`src/rtl/ad_jesd_rx_deframer.sv`:
```
// ----------------------------------------------------------------------------
// ad_jesd_rx_deframer
//
// JESD204 RX transport-layer deframer. It takes the link-layer beat stream
// (NUM_LANES lanes x 4 octets per beat) and produces per-channel ADC samples.
// The first beat that carries a start-of-frame marker fixes the octet offset
// within a beat. Each output word is built from the previous accepted beat
// and the current one, so it appears one beat late. A later beat whose SOF
// mask differs from the locked pattern drops the lock.
//
// Optional feature (macro AD_JESD_RX_FRAME_ERR_CNT_EN):
//   defined     -> adc_frame_err_cnt counts SOF mismatches and saturates at
//                  16'hFFFF. Only adc_rst clears it.
//   not defined -> no counter; adc_frame_err_cnt is tied to 16'd0.
//
// Ports
//   adc_clk            in   clock (link clock), rising edge
//   adc_rst            in   synchronous reset, active-high
//   rx_valid           in   link beat valid
//   rx_sof             in   [3:0] frame-start octet mask within the beat
//   rx_data            in   [32*NUM_LANES-1:0] lane l at [32l+31:32l]
//   rx_ready           out  always 1
//   adc_valid          out  qualifies adc_data / adc_or
//   adc_data           out  [32*NUM_LANES-1:0] channel c at [c*W+W-1:c*W]
//   adc_or             out  [NUM_CHANNELS-1:0] per-channel over-range
//   adc_status         out  1 while locked
//   adc_frame_err_cnt  out  [15:0] SOF mismatch count
// ----------------------------------------------------------------------------
module ad_jesd_rx_deframer #(
    parameter int NUM_LANES            = 2,
    parameter int NUM_CHANNELS         = 2,
    parameter int CONVERTER_RESOLUTION = 16
) (
    input  logic                       adc_clk,
    input  logic                       adc_rst,
    input  logic                       rx_valid,
    input  logic [3:0]                 rx_sof,
    input  logic [32*NUM_LANES-1:0]    rx_data,
    output logic                       rx_ready,
    output logic                       adc_valid,
    output logic [32*NUM_LANES-1:0]    adc_data,
    output logic [NUM_CHANNELS-1:0]    adc_or,
    output logic                       adc_status,
    output logic [15:0]                adc_frame_err_cnt
);

    localparam int DW          = 32 * NUM_LANES;
    localparam int NUM_SAMPLES = 2 * NUM_LANES;
    localparam int SPC         = NUM_SAMPLES / NUM_CHANNELS;
    localparam int CTRL_BITS   = 16 - CONVERTER_RESOLUTION;
    // The low CTRL_BITS bits of each sample carry control information, not data.
    localparam logic [15:0] DATA_MASK = 16'hFFFF << CTRL_BITS;

    typedef enum logic [0:0] {
        ST_WAIT_SOF = 1'b0,
        ST_LOCKED   = 1'b1
    } state_t;

    state_t         state_r;
    state_t         state_s;
    logic           lock_s;
    logic           accept_s;
    logic [1:0]     off_r;
    logic [3:0]     pat_r;
    logic [DW-1:0]  prev_r;
    logic [31:0]    aligned_s [NUM_LANES];
    logic [DW-1:0]  samp_data_s;
    logic [NUM_CHANNELS-1:0] samp_or_s;

    // Return the index of the lowest set bit. The caller guarantees that the mask is non-zero.
    function automatic logic [1:0] lowest_set(input logic [3:0] mask);
        logic [1:0] idx;
        if (mask[0]) begin
            idx = 2'd0;
        end else if (mask[1]) begin
            idx = 2'd1;
        end else if (mask[2]) begin
            idx = 2'd2;
        end else begin
            idx = 2'd3;
        end
        return idx;
    endfunction

    // Octet i of the result is octet (i+off) of the 8-octet window {cur, prev}.
    function automatic logic [31:0] align_lane(input logic [31:0] prev,
                                               input logic [31:0] cur,
                                               input logic [1:0]  off);
        logic [63:0] window;
        window = {cur, prev} >> {off, 3'b000};
        return window[31:0];
    endfunction

    assign rx_ready = 1'b1;

    // FSM state register
    always_ff @(posedge adc_clk) begin
        if (adc_rst) begin
            state_r <= ST_WAIT_SOF;
        end else begin
            state_r <= state_s;
        end
    end

    // FSM next state and beat classification (lock / accept)
    always_comb begin
        state_s  = state_r;
        lock_s   = 1'b0;
        accept_s = 1'b0;
        case (state_r)
            ST_WAIT_SOF: begin
                if (rx_valid && (rx_sof != 4'd0)) begin
                    lock_s  = 1'b1;
                    state_s = ST_LOCKED;
                end else begin
                    state_s = ST_WAIT_SOF;
                end
            end
            ST_LOCKED: begin
                if (rx_valid) begin
                    if ((rx_sof == 4'd0) || (rx_sof == pat_r)) begin
                        accept_s = 1'b1;
                        state_s  = ST_LOCKED;
                    end else begin
                        // Pattern mismatch: discard the beat. Relock is only possible from the next beat.
                        state_s = ST_WAIT_SOF;
                    end
                end else begin
                    state_s = ST_LOCKED;
                end
            end
            default: begin
                state_s = ST_WAIT_SOF;
            end
        endcase
    end

    // Store the lock offset/pattern and the last accepted beat
    always_ff @(posedge adc_clk) begin
        if (adc_rst) begin
            off_r  <= 2'd0;
            pat_r  <= 4'd0;
            prev_r <= '0;
        end else begin
            if (lock_s) begin
                off_r <= lowest_set(rx_sof);
                pat_r <= rx_sof;
            end
            if (lock_s || accept_s) begin
                prev_r <= rx_data;
            end
        end
    end

    // Align each lane across the previous and current beats
    always_comb begin
        for (int l = 0; l < NUM_LANES; l++) begin
            aligned_s[l] = align_lane(prev_r[32*l +: 32], rx_data[32*l +: 32], off_r);
        end
    end

    // Map aligned octets to samples, mask the control bits, and collect the over-range flags.
    // Global sample g always lands at bits [16g+15:16g] because W = 16*SPC.
    always_comb begin
        samp_data_s = '0;
        samp_or_s   = '0;
        for (int l = 0; l < NUM_LANES; l++) begin
            samp_data_s[32*l      +: 16] = {aligned_s[l][7:0],   aligned_s[l][15:8]}  & DATA_MASK;
            samp_data_s[32*l + 16 +: 16] = {aligned_s[l][23:16], aligned_s[l][31:24]} & DATA_MASK;
            if (CONVERTER_RESOLUTION < 16) begin
                samp_or_s[(2*l)/SPC]   = samp_or_s[(2*l)/SPC]   | aligned_s[l][8];
                samp_or_s[(2*l+1)/SPC] = samp_or_s[(2*l+1)/SPC] | aligned_s[l][24];
            end else begin
                samp_or_s = '0;
            end
        end
    end

    // Registered sample outputs and lock status. The data registers hold their value between accepted beats.
    always_ff @(posedge adc_clk) begin
        if (adc_rst) begin
            adc_valid  <= 1'b0;
            adc_data   <= '0;
            adc_or     <= '0;
            adc_status <= 1'b0;
        end else begin
            adc_valid  <= accept_s;
            adc_status <= (state_s == ST_LOCKED);
            if (accept_s) begin
                adc_data <= samp_data_s;
                adc_or   <= samp_or_s;
            end
        end
    end

`ifdef AD_JESD_RX_FRAME_ERR_CNT_EN
    logic        mismatch_s;
    logic [15:0] err_cnt_r;

    assign mismatch_s = (state_r == ST_LOCKED) && rx_valid &&
                        (rx_sof != 4'd0) && (rx_sof != pat_r);

    // Saturating SOF mismatch counter
    always_ff @(posedge adc_clk) begin
        if (adc_rst) begin
            err_cnt_r <= 16'd0;
        end else if (mismatch_s && (err_cnt_r != 16'hFFFF)) begin
            err_cnt_r <= err_cnt_r + 16'd1;
        end
    end

    assign adc_frame_err_cnt = err_cnt_r;
`else
    assign adc_frame_err_cnt = 16'd0;
`endif

endmodule

```
`config.mk`:
```
export PLATFORM = sky130hd
export DESIGN_NAME = ad_jesd_rx_deframer
export DESIGN_NICKNAME = d
export VERILOG_FILES = /design/src/rtl/ad_jesd_rx_deframer.sv
export SDC_FILE = /design/constraint.sdc
export NUM_CORES = 1
export LEC_CHECK = 0
export BUFFER_PORTS_ARGS = -buffer_cell sky130_fd_sc_hd__buf_4
export CAP_MARGIN = 20
export CORE_ASPECT_RATIO = 1.2
export CORE_UTILIZATION = 55
export DETAILED_ROUTE_END_ITERATION = 6
export HOLD_SLACK_MARGIN = 0.02
export PLACE_DENSITY = 0.86
export SYNTH_ARGS = -nofsm -noshare
export SYNTH_HDL_FRONTEND = slang
export SYNTH_SLANG_ARGS = --single-unit
```
`constraint.sdc`:
```
create_clock -name adc_clk -period 2 [get_ports adc_clk]
set_clock_uncertainty 0.15 [all_clocks]
set_input_delay 0.1 -clock adc_clk [delete_from_list [all_inputs] [get_ports adc_clk]]
set_output_delay 0.1 -clock adc_clk [all_outputs]
set_load 0.02 [all_outputs]
```
==> results_dict.tcl <==
set metrics [dict create \
    status "finished, violations left" \
    failed_checks "design-rule violations" \
    area_growth_pct 32.6 \
    ys_warn_count 0 \
    worstSetupPathType "primary input to register" \
    overflow 0 \
    critPathTopFamily "buffers and inverters" \
    timing_hold_violations_final 0 \
    fmax_ghz 0.503 \
    combPwrFrac_pct 17.6 \
    routed_wl_um 22200 \
    synth_common_cells "dfxtp_1, nand2b_1, mux2i_1, a21oi_1, nand3_1" \
    cts_buffer_depth 2 \
    ys_types 28 \
    die_w_um 108 \
    grt_pass1_wl_um 34600 \
    gp_congestion 0.924 \
    yosysSeqAreaShare_pct 36.9 \
    grt_max_degree 76 \
    yosysTopAreaCell "dfxtp_1" \
    worst_skew_pair.late_latency_ns 0.41 \
    tightest_slew_ns 0.659 \
    num_rows 45 \
    path_max_fanout 24 \
    pre_cts_ws_ns -0.140 \
    core_um2 12800 \
    drc 5 \
    initial_core_util_pct 57.4 \
    slowest_delay_ns 0.56 \
    hpwl_um 13200 \
    htreeDepth 4 \
    grt_usage_pct 32.8 \
    drtAntennaViolNets 0 \
    multi_input_area_um2 4200 \
    via_per_inst 6.24 \
    critPathCaptureType "register" \
    antenna_found_initial 0 \
    leakagePower_nw 3.74 \
    pwr-share-clk_pct 41.2 \
    drt-initial-drc-count 735 \
    clock_sinks 136 \
    seqPwrFrac_pct 41.2 \
    fin_util_pct 76.2 \
    netlist_area_um2 7370 \
    crit_slowest_cell "dlygate4sd3_1" \
    worstPathArrival_ns 2.16 \
    hp-class "primary input to register" \
    yosysMostFrequentCell "dfxtp_1" \
    p_int_mw 5.24 \
    synth_ff_type "dfxtp_1" \
    synth_edf_count 0 \
    setup_viol 0 \
    ff_latch_area_um2 2730 \
    power_mw 7.14 \
    p_sw_mw 1.90 \
    yosysTopAreaCellShare_pct 36.9 \
    avgRoutedWirePerCell_um 20.9 \
    fin_nets 955 \
    startpoint_type "primary input" \
    pin_count 156 \
    root_buffer "clkbuf_16" \
    fin_tns_setup_ns 0 \
    reg2reg_slack_ns 0.09 \
    die_h_um 129 \
    path_common_cell "buf_12" \
    syn_avg_cell_area_um2 10.4 \
    via_count 6627 \
    post-route-min-period_ns 1.99 \
    first_pass_iters 7 \
    drive_above_1_share_pct 29.4 \
    async_flop_share_pct 0 \
    ys_seq_elements 136 \
    die-area_um2 13900 \
    syn_inst 709 \
    fill_cells 746 \
    grt_pass1_vias 6419 \
    crit_chain "dlygate4sd3_1 > buf_4 > or4_1 > o21ai_2 > a21oi_4 > buf_12 > buf_12 > mux2i_1" \
    sw_frac_of_total_pct 26.6 \
    worst-endpoint-required_ns 2.17 \
    tritoncts "built" \
    synthTopCellsByArea "dfxtp_1, mux4_2, nand2b_1, mux2i_1, a21oi_1" \
    cts_buffers 17 \
    drv_cap 0 \
    io_buffers 136 \
    slew_headroom_pct 55.9 \
    setup_slack_ns 0.0109 \
    cts.reportedPaths.clkPinSlew_ns 0.06 \
    path_buf_inv 4 \
    irDropWorstVdd_uv 526 \
    fin_crit_sh_pct 99.5 \
    power.density_nw_per_um2 731 \
    drv_slew 0 \
]
[tightest hold or removal path, stage by stage]
cell     delay [ns]
buf_4          0.14
inv_1          0.06
a21oi_1        0.08
mux2i_1        0.17
nor2_1         0.06
[layout make-up]
class                           count  share of cell area (%)
Clock buffer                       21                    4.71
Antenna cell                        1                  0.0256
Sequential cell                   136                    27.9
Timing Repair Buffer              229                    21.2
Multi-Input combinational cell    499                    43.0
Tap cell                          164                    2.10
Inverter                            1                  0.0384
Clock inverter                     11                   0.998
[power groups by stage]
stage	clock network [mW]	registers, mW	logic (mW)
global route	3.06	2.95	1.32
global placement	0	2.97	1.03
floorplan	0	2.95	0.787
detailed placement	0	2.98	1.07
CTS	2.94	2.93	1.20
finish	2.94	2.95	1.25
[sequential cells by signal, summed over array words and instances (netlist names)]
signal / count
adc_data: 64
adc_valid: 1
adc_status: 1
off_r: 2
prev_r: 64
pat_r: 4
[metrics by stage]
| step | hold WS [ns] | cells | cell area, um2 |
|---|---|---|---|
| 2_1_floorplan | 0.0972 | 726 | 7430 |
| 3_3_place_gp | 0.222 | 957 | 8450 |
| 3_5_place_dp | 0.230 | 957 | 8450 |
| 4_1_cts | 0.0592 | 1061 | 9740 |
| 5_1_grt | 0.101 | 1061 | 9770 |
| 6_report | 0.0815 | 1062 | 9780 |
[timing repair]
action | CTS | global route
setup endpoints to repair | 56 | 27
gates resized for setup | 1 | 6
pin swaps | 1 | 0
buffers inserted | 2 | 0
endpoints found under the hold margin | 83 | 0
hold buffers | 70 | 0
[final timing paths]
kind | endpoint | from | depth (start not counted)
max | prev_r[41] | rx_sof[2] | 8
min | off_r[0] | rx_sof[1] | 5
max reg2reg | adc_data[41] | pat_r[0] | 6
min reg2reg | adc_data[20] | adc_data[20] | 2
[kinds of logic (layout without fill, tap and decap cells)]
logic type | Yosys count | count (layout) | share of synthesized area (%)
other | 2 | 20 | 0.102
and+or+nand+nor | 207 | 207 | 16.3
DFF | 136 | 136 | 36.9
AOI/OAI and AO/OA | 135 | 135 | 9.51
buffers and inverters | 91 | 262 | 7.56
xor gates and xnor gates | 4 | 4 | 0.475
muxes | 134 | 134 | 29.1
[layer usage]
metal / global-route usage [%] / wire, um
met1: 42.0 / 8480
met2: 52.9 / 10800
met3: 6.74 / 1930
met4: 16.3 / 966
met5: 0 / 0
[cell usage in the layout, fill, tap and decap left out, types with 2 or more instances in the layout]
master         instances
a21oi_1               66
buf_12                14
buf_4                144
clkbuf_1               2
clkbuf_16             17
clkbuf_8               2
clkinv_2               4
clkinvlp_4             4
conb_1                19
dfxtp_1              134
dlygate4sd3_1         70
mux2i_1               70
mux4_2                64
nand2b_1             128
nand3_1               65
nor2_1                 7
nor3_1                 2
o21ai_0               55
o21ai_1                9
xnor2_1                2
xnor2_2                2
No activity file was read; power rests on OpenSTA's default activity.
